**src/rtl/mem_stage_pkg.sv**
```systemverilog
// Shared types for the memory stage: FSM encoding, op select, stack-pointer controls.
// Latency: n/a (types and pure functions only).
// Backpressure: n/a.
package mem_stage_pkg;

    localparam int ADDR_W_DEF = 20;

    // Flag word layout {ZF,NF,CF}
    localparam int FLAG_W  = 3;
    localparam int FLAG_CF = 0;
    localparam int FLAG_NF = 1;
    localparam int FLAG_ZF = 2;

    typedef enum logic [1:0] {
        ST_IDLE = 2'd0,
        ST_IT2  = 2'd1,
        ST_IT3  = 2'd2
    } state_e;

    typedef enum logic [3:0] {
        OP_NONE,
        OP_IN,
        OP_LDD,
        OP_STD,
        OP_POP,
        OP_PUSH,
        OP_CALL,
        OP_INTCALL,
        OP_RET,
        OP_RTI
    } op_e;

    typedef enum logic [1:0] {
        SP_HOLD,
        SP_INC,
        SP_DEC
    } sp_step_e;

    // Stack address is either the current top (writes) or the slot above it (reads)
    typedef enum logic {
        SP_SEL_TOP,
        SP_SEL_ABOVE
    } sp_sel_e;

    // Stack starts two words below the top of the address space
    function automatic logic [31:0] sp_init_default(input int aw);
        return (32'd1 << aw) - 32'd2;
    endfunction

    // Resolve simultaneous controls; lower-priority ones are dropped
    function automatic op_e decode_op(
        input logic rti, input logic ret, input logic intcall, input logic call,
        input logic push, input logic pop, input logic std, input logic ldd,
        input logic in_c
    );
        op_e op;
        if (rti)          op = OP_RTI;
        else if (ret)     op = OP_RET;
        else if (intcall) op = OP_INTCALL;
        else if (call)    op = OP_CALL;
        else if (push)    op = OP_PUSH;
        else if (pop)     op = OP_POP;
        else if (std)     op = OP_STD;
        else if (ldd)     op = OP_LDD;
        else if (in_c)    op = OP_IN;
        else              op = OP_NONE;
        return op;
    endfunction

    function automatic logic is_multi(input op_e op);
        return (op == OP_CALL) || (op == OP_INTCALL) || (op == OP_RET) || (op == OP_RTI);
    endfunction

endpackage

```
**src/rtl/memory_stage_stack_pointer_unit.sv**
```systemverilog
// Stack pointer register with +/-1 stepping and top/above address select.
// Latency: address is combinational from SP; SP updates on the clock edge.
// Backpressure: none; the owner decides when to step.
module stack_pointer_unit
    import mem_stage_pkg::*;
#(
    parameter int                 ADDR_W  = ADDR_W_DEF,
    parameter logic [ADDR_W-1:0]  SP_INIT = ADDR_W'(sp_init_default(ADDR_W))
) (
    input  logic              clk_i,
    input  logic              rst_n_i,
    input  sp_step_e          step_i,
    input  sp_sel_e           sel_i,
    output logic [ADDR_W-1:0] addr_o
);

    logic [ADDR_W-1:0] sp_q;
    logic [ADDR_W-1:0] sp_d;

    // Next SP: modulo arithmetic, wraps silently in both directions
    always_comb begin
        sp_d = sp_q;
        case (step_i)
            SP_INC:  sp_d = sp_q + ADDR_W'(1);
            SP_DEC:  sp_d = sp_q - ADDR_W'(1);
            default: sp_d = sp_q;
        endcase
    end

    // SP register
    always_ff @(posedge clk_i or negedge rst_n_i) begin
        if (!rst_n_i) sp_q <= SP_INIT;
        else          sp_q <= sp_d;
    end

    assign addr_o = (sel_i == SP_SEL_ABOVE) ? sp_q + ADDR_W'(1) : sp_q;

endmodule

```
**src/rtl/memory_stage.sv**
```systemverilog
// Memory pipeline stage: LDD/STD, PUSH/POP and multi-word CALL/INTCALL/RET/RTI, MEM/WB register.
// Latency: single-word ops 1 cycle; CALL/RET 2 cycles, INTCALL/RTI 3 cycles; results registered.
// Backpressure: stall_o held high (combinationally) on all but the last cycle of a multi-word op.
module memory_stage
    import mem_stage_pkg::*;
#(
    parameter int                ADDR_W  = ADDR_W_DEF,
    parameter logic [ADDR_W-1:0] SP_INIT = ADDR_W'(sp_init_default(ADDR_W))
) (
    input  logic              clk_i,
    input  logic              rst_n_i,
    input  logic [15:0]       alu_result_i,
    input  logic [15:0]       rsrc_val_i,
    input  logic [31:0]       next_pc_i,
    input  logic [15:0]       in_port_i,
    input  logic [2:0]        rdst_addr_i,
    input  logic [FLAG_W-1:0] flags_i,
    input  logic              push_i,
    input  logic              pop_i,
    input  logic              call_i,
    input  logic              int_call_i,
    input  logic              ret_i,
    input  logic              rti_i,
    input  logic              ldd_i,
    input  logic              std_i,
    input  logic              in_i,
    input  logic              wb_in_i,
    output logic [ADDR_W-1:0] dmem_addr_o,
    output logic [15:0]       dmem_wdata_o,
    output logic              dmem_wr_o,
    input  logic [15:0]       dmem_rdata_i,
    output logic              stall_o,
    output logic              wb_en_o,
    output logic [2:0]        wb_addr_o,
    output logic [15:0]       wb_data_o,
    output logic              pc_load_o,
    output logic [31:0]       pc_value_o,
    output logic              flags_load_o,
    output logic [FLAG_W-1:0] flags_o
);

    state_e            state_q, state_d;
    op_e               op_q, op_d;        // multi-word op latched in IDLE
    logic [15:0]       half_q, half_d;    // low PC half: NextPC for CALL, read data for RET/RTI
    logic [FLAG_W-1:0] flags_q, flags_d;  // FlagsIn for INTCALL, popped flags for RTI
    op_e               op_in;

    sp_step_e          sp_step;
    sp_sel_e           sp_sel;
    logic              use_stack;
    logic [ADDR_W-1:0] stack_addr;
    logic              final_ret;
    logic              final_rti;
    logic              wb_cap;
    logic [15:0]       wb_data_d;

    logic              wb_en_q;
    logic [2:0]        wb_addr_q;
    logic [15:0]       wb_data_q;
    logic              pc_load_q;
    logic [31:0]       pc_value_q;
    logic              flags_load_q;
    logic [FLAG_W-1:0] flags_out_q;

    assign op_in = decode_op(rti_i, ret_i, int_call_i, call_i, push_i, pop_i, std_i, ldd_i, in_i);

    stack_pointer_unit #(
        .ADDR_W  (ADDR_W),
        .SP_INIT (SP_INIT)
    ) u_sp (
        .clk_i   (clk_i),
        .rst_n_i (rst_n_i),
        .step_i  (sp_step),
        .sel_i   (sp_sel),
        .addr_o  (stack_addr)
    );

    // FSM state and shadow registers
    always_ff @(posedge clk_i or negedge rst_n_i) begin
        if (!rst_n_i) begin
            state_q <= ST_IDLE;
            op_q    <= OP_NONE;
            half_q  <= '0;
            flags_q <= '0;
        end else begin
            state_q <= state_d;
            op_q    <= op_d;
            half_q  <= half_d;
            flags_q <= flags_d;
        end
    end

    // Next state and shadow capture; inputs only matter in IDLE
    always_comb begin
        state_d = state_q;
        op_d    = op_q;
        half_d  = half_q;
        flags_d = flags_q;
        case (state_q)
            ST_IDLE: begin
                op_d = op_in;
                if (is_multi(op_in)) state_d = ST_IT2;
                case (op_in)
                    OP_CALL:    half_d = next_pc_i[15:0];
                    OP_INTCALL: begin
                        half_d  = next_pc_i[15:0];
                        flags_d = flags_i;
                    end
                    OP_RET:     half_d = dmem_rdata_i;
                    OP_RTI:     flags_d = {dmem_rdata_i[FLAG_ZF], dmem_rdata_i[FLAG_NF], dmem_rdata_i[FLAG_CF]};
                    default:    ;
                endcase
            end
            ST_IT2: begin
                state_d = (op_q == OP_INTCALL || op_q == OP_RTI) ? ST_IT3 : ST_IDLE;
                if (op_q == OP_RTI) half_d = dmem_rdata_i;
            end
            default: state_d = ST_IDLE;
        endcase
    end

    // Memory port, stack stepping and stall for the current cycle
    always_comb begin
        sp_step      = SP_HOLD;
        sp_sel       = SP_SEL_TOP;
        use_stack    = 1'b0;
        dmem_wr_o    = 1'b0;
        dmem_wdata_o = rsrc_val_i;
        stall_o      = 1'b0;
        final_ret    = 1'b0;
        final_rti    = 1'b0;
        wb_cap       = 1'b0;
        case (state_q)
            ST_IDLE: begin
                case (op_in)
                    OP_RTI, OP_RET: begin
                        use_stack = 1'b1;
                        sp_sel    = SP_SEL_ABOVE;
                        sp_step   = SP_INC;
                        stall_o   = 1'b1;
                    end
                    OP_INTCALL, OP_CALL: begin
                        use_stack    = 1'b1;
                        dmem_wr_o    = 1'b1;
                        dmem_wdata_o = next_pc_i[31:16];
                        sp_step      = SP_DEC;
                        stall_o      = 1'b1;
                    end
                    OP_PUSH: begin
                        use_stack = 1'b1;
                        dmem_wr_o = 1'b1;
                        sp_step   = SP_DEC;
                        wb_cap    = 1'b1;
                    end
                    OP_POP: begin
                        use_stack = 1'b1;
                        sp_sel    = SP_SEL_ABOVE;
                        sp_step   = SP_INC;
                        wb_cap    = 1'b1;
                    end
                    OP_STD: begin
                        dmem_wr_o = 1'b1;
                        wb_cap    = 1'b1;
                    end
                    default: wb_cap = 1'b1;
                endcase
            end
            ST_IT2: begin
                use_stack = 1'b1;
                if (op_q == OP_CALL || op_q == OP_INTCALL) begin
                    dmem_wr_o    = 1'b1;
                    dmem_wdata_o = half_q;
                    sp_step      = SP_DEC;
                    stall_o      = (op_q == OP_INTCALL);
                end else begin
                    sp_sel    = SP_SEL_ABOVE;
                    sp_step   = SP_INC;
                    stall_o   = (op_q == OP_RTI);
                    final_ret = (op_q == OP_RET);
                end
            end
            ST_IT3: begin
                use_stack = 1'b1;
                if (op_q == OP_INTCALL) begin
                    dmem_wr_o    = 1'b1;
                    dmem_wdata_o = 16'(flags_q);
                    sp_step      = SP_DEC;
                end else begin
                    sp_sel    = SP_SEL_ABOVE;
                    sp_step   = SP_INC;
                    final_rti = 1'b1;
                end
            end
            default: ;
        endcase
    end

    assign dmem_addr_o = use_stack ? stack_addr : ADDR_W'(alu_result_i);

    // Write-back data select for single-word ops
    always_comb begin
        wb_data_d = alu_result_i;
        case (op_in)
            OP_POP, OP_LDD: wb_data_d = dmem_rdata_i;
            OP_IN:          wb_data_d = in_port_i;
            default:        wb_data_d = alu_result_i;
        endcase
    end

    // MEM/WB register plus PC/flag redirect pulses
    always_ff @(posedge clk_i or negedge rst_n_i) begin
        if (!rst_n_i) begin
            wb_en_q      <= 1'b0;
            wb_addr_q    <= '0;
            wb_data_q    <= '0;
            pc_load_q    <= 1'b0;
            pc_value_q   <= '0;
            flags_load_q <= 1'b0;
            flags_out_q  <= '0;
        end else begin
            wb_en_q      <= wb_cap & wb_in_i;
            pc_load_q    <= final_ret | final_rti;
            flags_load_q <= final_rti;
            if (wb_cap) begin
                wb_addr_q <= rdst_addr_i;
                wb_data_q <= wb_data_d;
            end
            if (final_ret | final_rti) pc_value_q <= {dmem_rdata_i, half_q};
            if (final_rti)             flags_out_q <= flags_q;
        end
    end

    assign wb_en_o      = wb_en_q;
    assign wb_addr_o    = wb_addr_q;
    assign wb_data_o    = wb_data_q;
    assign pc_load_o    = pc_load_q;
    assign pc_value_o   = pc_value_q;
    assign flags_load_o = flags_load_q;
    assign flags_o      = flags_out_q;

endmodule

```
**config.mk**
```make
export PLATFORM = sky130hd
export DESIGN_NAME = memory_stage
export DESIGN_NICKNAME = d
export VERILOG_FILES = /design/src/rtl/mem_stage_pkg.sv /design/src/rtl/memory_stage_stack_pointer_unit.sv /design/src/rtl/memory_stage.sv
export SDC_FILE = /design/constraint.sdc
export NUM_CORES = 1
export LEC_CHECK = 0
export CAP_MARGIN = 0
export CORE_MARGIN = 2
export CORE_UTILIZATION = 40
export CTS_CLUSTER_DIAMETER = 120
export CTS_CLUSTER_SIZE = 30
export DETAILED_ROUTE_END_ITERATION = 10
export PLACE_DENSITY = 0.74
export SLEW_MARGIN = 10
export SYNTH_ARGS = -nofsm -noshare
export SYNTH_HDL_FRONTEND = slang
export SYNTH_SLANG_ARGS = --single-unit
```
**constraint.sdc**
```tcl
create_clock -name clk_i -period 6.3 [get_ports clk_i]
set_input_delay 0.945 -clock clk_i [delete_from_list [all_inputs] [get_ports clk_i]]
set_output_delay 0.945 -clock clk_i [all_outputs]
set_load 0.03 [all_outputs]
```
* After elaboration in Yosys (flattened, before gate mapping)
Index checks and enable logic that the tools add are counted.
** Word-level totals
- Input port bits :: 114
- Logic and storage cells :: 101
- Output and inout bits :: 95
- Flip-flop bits (word level) :: 102
** Operators by class
- Reductions and logical operators :: 19
- Bitwise operators :: 2
- Add/subtract/negate cells :: 2
- Equal/unequal tests :: 20
- Muxes and demuxes :: 46
** Operator list (number)
- 16-bit case mux with 2 select lines :: 3
- 16-bit two-way mux :: 4
- 16-bit case mux with 3 select lines :: 1
- 20-bit two-way mux :: 2
- 20-bit case mux with 2 select lines :: 1
- 4-bit by 3-bit == test with 1-bit output (second input constant) :: 6
- 20-bit by 1-bit adder with 20-bit output (second input constant) :: 1
- 20-bit by 1-bit subtractor with 20-bit output (second input constant) :: 1
- 4-bit == test (second input constant) :: 4
- 1-bit two-way mux :: 15
- 2-bit two-way mux :: 6
- 3-bit two-way mux :: 4
- 4-bit by 2-bit == test with 1-bit output (second input constant) :: 2
- 4-bit two-way mux :: 2
- 2-bit case mux with 2 select lines :: 2
- 4-bit OR reduction :: 2
- 1-bit case mux with 3 select lines :: 2
- 2-bit case mux with 3 select lines :: 1
- 3-bit case mux with 2 select lines :: 1
- 2-bit nonzero test :: 3
- 2-bit OR reduction :: 3
- 3-bit OR reduction :: 2
- 6-bit OR reduction :: 1
- 1-bit logical OR :: 5
- other kinds (11) :: 15

* Logic depth before layout (Yosys ltp)
Gate-level depths: netlist of the first run.
- Depth in word-level cells :: 15
- Gate-level depth with buffers :: 14
- Depth with buffers taken out :: 12

* Hierarchy
Synthesis of the first run repeated with hierarchy kept, for this count alone.
** Second synthesis, totals
- Cells, all modules :: 604
- Area, all modules :: 6203.4 µm²
** Modules (own cells, without submodules)
- memory_stage :: area each 4516.8 µm², cells each 409, seq. area each 2052.0 µm², instances 1
- stack_pointer_unit :: area each 1686.6 µm², cells each 195, seq. area each 524.3 µm², instances 1

* Worst setup path after synthesis of the first run
No wires, ideal clock.
- Path kind :: in2out
- Start point :: in rti_i
- End point :: out dmem_addr_o[2]
- Path buffers :: 2
- Stages :: 6
- Arrival :: 2.919 ns
- Setup slack :: 2.436 ns
- Required time :: 5.355 ns
- Cells stage by stage :: buf_2 > o31ai_1 > clkbuf_1 > a21boi_0 > xnor2_1 > o21ai_0
** Between the ends
- Cells in the longest elaborated chain, start to end :: 7
- Elaborated cells on any way between the ends :: 15
- Classes of those cells :: eq/ne: 6; mux: 7; reduce/logical: 2
** Ends and longest elaborated chain
- start: declaration :: line memory_stage.sv:23 : input logic rti_i,
- 4-bit two-way mux * :: line mem_stage_pkg.sv:57 : if (rti) op = OP_RTI;
- 4-bit == test / 4-bit by 3-bit == test with 1-bit output (equally long branches) :: line memory_stage.sv:135 : case (op_in)
- 3-bit OR reduction (no line)
- 1-bit two-way mux :: line memory_stage.sv:135
- 1-bit case mux with 3 select lines :: line memory_stage.sv:133 : case (state_q)
- 20-bit two-way mux :: line memory_stage_stack_pointer_unit.sv:36 : assign addr_o = (sel_i == SP_SEL_ABOVE) ? sp_q + ADDR_W'(1) : sp_q;
- 20-bit two-way mux * :: line memory_stage.sv:198 : assign dmem_addr_o = use_stack ? stack_addr : ADDR_W'(alu_result_i);
- end: declaration :: line memory_stage.sv:28 : output logic [ADDR_W-1:0] dmem_addr_o,
Every way passes the cells marked *; elsewhere a longest branch is shown, timed or not.

* Worst setup path after layout of the first run
- Start point :: in rti_i
- End point :: out dmem_addr_o[14]
The elaborated chain is that of the path after synthesis.

==> results.yml, run 1 <==
power:
  powerDensity_mw_per_mm2: 529
  p_leak_nw: 3.22
  finalPower_w: 0.00449
  ir_drop_mv: 0.359
sta:
  clock_skew_ns: 0.0111
  finalCritPeriodShare_pct: 81.7
  worst_pin_slew_ns: 1.19
  finalSetupViolations: 0
  slew_headroom_pct: 20.5
  finalMaxSlewViolations: 0
  period_minus_slack_ns: 5.15
  hold_viol: 0
  fmax_mhz: 194
  tns_ns: 0
  worst_slack_ns: 1.15
  grt_setup_unrepaired: "no"
setup_path:
  r2r_start: "state_q[0]"
  start_kind: "input port"
  end_kind: "output port"
  ff2ff_path_depth: 12
  rr_endpoint: "u_sp.sp_q[5]"
  critical_path_class: "input port to output port"
  worstPathMaxFanout: 33
  cp.required_ns: 5.35
  ff2ff_setup_slack_ns: 2.35
  arrival_ns: 4.20
cts:
  tritoncts: "done"
  cts_buffers: 9
  htreeDepth: 3
  ctsResizeCount: 0
  post_cts_buffers: 0
  postCtsHoldBufs: 0
  clk_pin_slew_worst_paths_ns: 0.07
  clk_latency_ns: 0.35
  cts-root-buf: "clkbuf_16"
  cts_buffer_depth: 2
  clock-sinks: 102
routing:
  ant_nets: 0
  avgViaCountPerCell: 5.69
  wire_per_inst_um: 20.2
  drt_iter0_drc: 501
  vias: 5762
  drc: 0
  drt_wl_total_um: 20500
  dr.pass1.iters: 5
floorplanning:
  core_mm2: 0.0146
  start_util_pct: 41.1
  die_area_mm2: 0.0161
  ioPinCount: 209
  die_w_um: 127
  die_y_um: 127
  rows: 44
synthesis:
  synth-simple-area-share_pct: 14.8
  synthXorXnorAreaFrac_pct: 5.23
  ys_seq_area_share_pct: 42.8
  synth.area.mux_share_pct: 10.0
  syn_area_mm2: 0.00603
  synth_edf_count: 0
  async_reset_ff_share_pct: 100
  synthesis.nets: 768
  synthAdderAreaFrac_pct: 1.45
  synth_compound_area_share_pct: 21.2
  ys_types: 62
  postSynthAreaPerCell_um2: 9.31
  ys.flop_type: "dfrtp_1"
  synth_top_family_by_area: "compound AO/OA/AOI/OAI gates"
  syn_inst: 647
  ys_ff_latch: 102
  yosys_warnings: 0
global_routing:
  first_global_vias: 5539
  grt-ovfl-total: 0
  grt_start_max_net_pins: 59
  track_usage_pct: 25.2
  antenna_found_initial: 0
  grt_pass1_wl_um: 31700
cells_and_area:
  syn_to_final_growth_pct: 40.8
  postLayoutCellArea_mm2: 0.00848
  diodes: 0
  layout-drive-gt1-share_pct: 10.9
  final_nets: 945
outcome:
  status: "finished, final reports clean"
min_path:
  worstHoldEndpoint: "wb_addr_o[1]"
  holdPathStages: 2
  hold_class: "flop to flop"
  min_from: "wb_addr_o[1]"
placement:
  dp_slack_ns: 1.17
  place.gp.congestion: 0.979
  placed_area_mm2: 0.00820
  port_buffers: 208
  dp_hpwl_um: 15500
run:
  max_cap_violations: 0
==> report_power, final <==
group	switching [W]	internal [W]	leakage [nW]
registers	0.000254	0.000986	1.18
clock network	0.000250	0.000307	0.135
logic	0.00158	0.00111	1.90
==> critical path: stages <==
cell and delay [ns]:
clkdlybuf4s50_1 0.59, or4_1 0.57, nor4_1 0.31, or3_1 0.78, nand2_1 0.16, o21ai_1 0.13, clkdlybuf4s50_1 0.70
==> cells in the mapped netlist (all sizes together) (17+ instances only) <==
master | number | area [um^2]
a21oi | 38 | 194
clkbuf | 34 | 140
dfrtp | 83 | 2080
dfstp | 19 | 499
mux2 | 35 | 394
mux2i | 21 | 210
nand2 | 71 | 267
nor2 | 46 | 175
o21ai | 58 | 290
o22a | 22 | 195
o22ai | 17 | 106
xnor2 | 26 | 228
==> stage by stage <==
stage / util, % / hold WS (ns) / cells
after floorplan: - / 0.468 / 647
after global placement: 56.0 / 0.463 / 997
after detailed placement: 56.0 / 0.466 / 997
after CTS: 57.9 / 0.485 / 1012
after global routing: 57.9 / 0.518 / 1012
final: 57.9 / 0.482 / 1012
==> layout make-up <==
class	instances	area (um^2)
clock buffer	10	229
sequential	102	2580
timing repair buffer	216	2140
tap	184	230
multi-input combinational	484	3210
inverter	11	41.3
clock inverter	5	58.8
fill	1249	6160
==> layer usage <==
metal	share of wire, %	wire, um	up-vias	GRT usage, %
met5	0	0	-	0
li1	-	-	2709	-
met4	1.2	256	0	6.08
met2	47	9680	263	41.1
met1	44	9120	2770	34.9
met3	7.0	1440	20	5.02
==> cell usage in the layout, fill, tap and decap left out, drive strengths merged, types with 9 or more instances in the layout <==
cell and count:
a21oi 38, a22oi 14, buf 9, clkbuf 10, clkdlybuf4s50 207, dfrtp 83, dfstp 19, inv 12
mux2 35, mux2i 21, nand2 71, nand3 11, nor2 46, nor3 13, o21ai 58, o22a 22
o22ai 17, o2bb2ai 16, xnor2 26, xor2 10
==> flip-flops by register name, indices dropped and copies added, names as in the netlist <==
name,flops
half_q,16
u_sp.sp_q,20
wb_addr_o,3
wb_data_o,16
op_q,4
pc_value_o,32
flags_o,3
wb_en_o,1
pc_load_o,1
flags_load_o,1
flags_q,3
state_q,2
==> kinds of logic (layout without fill, tap and decap cells) <==
kind of cell	count (synthesis)	count (layout)
flops	102	102
fa+ha+maj	7	7
xor+xnor	36	36
buf+inv	61	242
simple gates	189	189
compound gates	196	196
mux	56	56
==> how the worst max path moves through the flow <==
stage,slack [ns],from,cells after the start,endpoint
final,1.15,rti_i,7,dmem_addr_o[14]
after global routing,0.77,rti_i,7,dmem_addr_o[14]
after CTS,1.17,call_i,7,dmem_addr_o[7]
after detailed placement,1.17,call_i,7,dmem_addr_o[7]
after global placement,1.35,rti_i,7,dmem_addr_o[1]
after floorplan,2.44,rti_i,6,dmem_addr_o[2]
No activity file was read; power rests on OpenSTA's default activity.
==> run 2, diff against run 1 <==
clock period = 5.1 ns   (was 6.3 ns; I/O delays follow)
==> run 2 against run 1 <==
Global-route usage grew 0.98 points. Sequential share of layout area shrank 0.063 points. Cell area is 0.21% higher. Wire length is 3.6% higher. Largest power group unchanged.
==> results.yml, run 2 (synthesized netlist as in run 1, its figures left out) <==
cts:
  clk_latency_ns: 0.35
  cts_buffers: 9
  htreeDepth: 3
  clock-sinks: 102
  ctsResizeCount: 0
  clk_pin_slew_worst_paths_ns: 0.07
  tritoncts: "done"
  postCtsHoldBufs: 0
  cts-root-buf: "clkbuf_16"
  cts_buffer_depth: 2
  post_cts_buffers: 0
min_path:
  hold_class: "flop to flop"
placement:
  place.gp.congestion: 0.938
  dp_hpwl_um: 16000
  post-place-cells: 1001
  port_buffers: 208
routing:
  vias: 5852
  dr.pass1.iters: 5
  wire_per_inst_um: 20.9
  drc: 0
  avgViaCountPerCell: 5.75
  drt_iter0_drc: 412
  ant_nets: 0
  drt_wl_total_um: 21200
sta:
  fmax_mhz: 225
  finalCritPeriodShare_pct: 87.0
  slew_headroom_pct: 22.0
  finalMaxSlewViolations: 0
  grt_setup_unrepaired: "no"
  clock_skew_ns: 0.00846
  period_minus_slack_ns: 4.44
  hold_ws_ns: 0.481
  hold_viol: 0
  tns_ns: 0
  finalSetupViolations: 0
  worst_pin_slew_ns: 1.17
setup_path:
  ff2ff_path_depth: 13
  start_kind: "input port"
  crit_start: "rti_i"
  cp.required_ns: 4.34
  worstPathMaxFanout: 17
  rr_endpoint: "u_sp.sp_q[19]"
  critical_path_class: "input port to output port"
  end_kind: "output port"
  r2r_start: "state_q[0]"
  arrival_ns: 3.67
  crit_end: "dmem_wr_o"
  ff2ff_setup_slack_ns: 1.37
floorplanning:
  die_y_um: 127
  start_util_pct: 41.1
  rows: 44
  ioPinCount: 209
  die_area_mm2: 0.0161
  die_w_um: 127
  core_mm2: 0.0146
cells_and_area:
  instances_no_fill: 1017
  diodes: 0
  final_nets: 949
  layout-drive-gt1-share_pct: 11.4
  largest_register_ffs: 32
  final_common_cell: "clkdlybuf4s50_1"
  final_cell_mix: "clkdlybuf4s50_1, dfrtp_1, nand2_1, o21ai_0, nor2_1"
  syn_to_final_growth_pct: 41.1
power:
  p_clk_share_pct: 11.9
  swShare_pct: 46.9
  ir_drop_mv: 0.474
  power.internal_w: 0.00295
  pwr-share-comb_pct: 60.4
  switchingPower_w: 0.00260
  p_seq_share_pct: 27.7
  powerDensity_mw_per_mm2: 653
  p_leak_nw: 3.22
global_routing:
  grt_pass1_wl_um: 32700
  antenna_found_initial: 0
  grt-ovfl-total: 0
  grt_start_max_net_pins: 58
  first_global_vias: 5747
  track_usage_pct: 26.2
outcome:
  status: "finished, final reports clean"
run:
  max_cap_violations: 0
==> run 2: cell types whose count changed in the layout (fill, tap and decap cells not counted) <==
cell / delta
inv_8: +1
clkinvlp_4: +2
bufinv_16: -1
inv_6: -1
buf_4: +4
==> run 2: area by class of cell <==
| cell class | instances | area (um^2) |
|---|---|---|
| fillers | 1249 | 6140 |
| multi-input cells | 484 | 3210 |
| flip-flops and latches | 102 | 2580 |
| repair buffers | 220 | 2170 |
| well taps | 184 | 230 |
| clock buffers | 10 | 229 |
| clock inverters | 6 | 46.3 |
| inverters | 11 | 41.3 |
==> run 2: critical path, stage by stage <==
cell,delay [ns]
clkdlybuf4s50_1,0.60
nor2_1,0.37
nand2_1,0.19
nor2_1,0.20
buf_4,0.26
nor2_1,0.10
a221oi_1,0.43
clkdlybuf4s50_1,0.75
==> run 2: through the flow <==
stage          worst slack (ns)  power [W]  instance area, um^2  utilization [%]
6_report                  0.664    0.00555                 8500             58.0
3_3_place_gp              0.790    0.00484                 8230             56.2
3_5_place_dp              0.730    0.00489                 8230             56.2
5_1_grt                   0.511    0.00588                 8500             58.0
2_1_floorplan              1.60    0.00357                 6030                -
4_1_cts                   0.712    0.00557                 8500             58.0
==> run 2: routing by layer <==
| metal | vias to the layer above | track usage [%] | wire (um) |
|---|---|---|---|
| met5 | - | 0 | 0 |
| met4 | 0 | 8.08 | 308 |
| met3 | 21 | 4.81 | 1400 |
| met2 | 255 | 43.7 | 10200 |
| met1 | 2853 | 34.8 | 9340 |
| li1 | 2723 | - | - |
==> run 2: how the worst min path moves through the flow <==
stage | start | endpoint | slack [ns] | cells past startpoint
2_1_floorplan | rst_n_i | flags_load_o | 0.47 | 0
3_3_place_gp | wb_data_o[5] | wb_data_o[5] | 0.46 | 2
3_5_place_dp | wb_addr_o[2] | wb_addr_o[2] | 0.47 | 2
4_1_cts | wb_addr_o[2] | wb_addr_o[2] | 0.49 | 2
5_1_grt | wb_data_o[1] | wb_data_o[1] | 0.51 | 2
6_report | wb_addr_o[2] | wb_addr_o[2] | 0.48 | 2
==> run 2: power by group through the flow <==
stage	Combinational, W	Sequential, W	Clock (W)
2_1_floorplan	0.00172	0.00186	0
3_3_place_gp	0.00331	0.00153	0
3_5_place_dp	0.00335	0.00155	0
4_1_cts	0.00336	0.00153	0.000669
5_1_grt	0.00358	0.00159	0.000711
6_report	0.00335	0.00154	0.000661
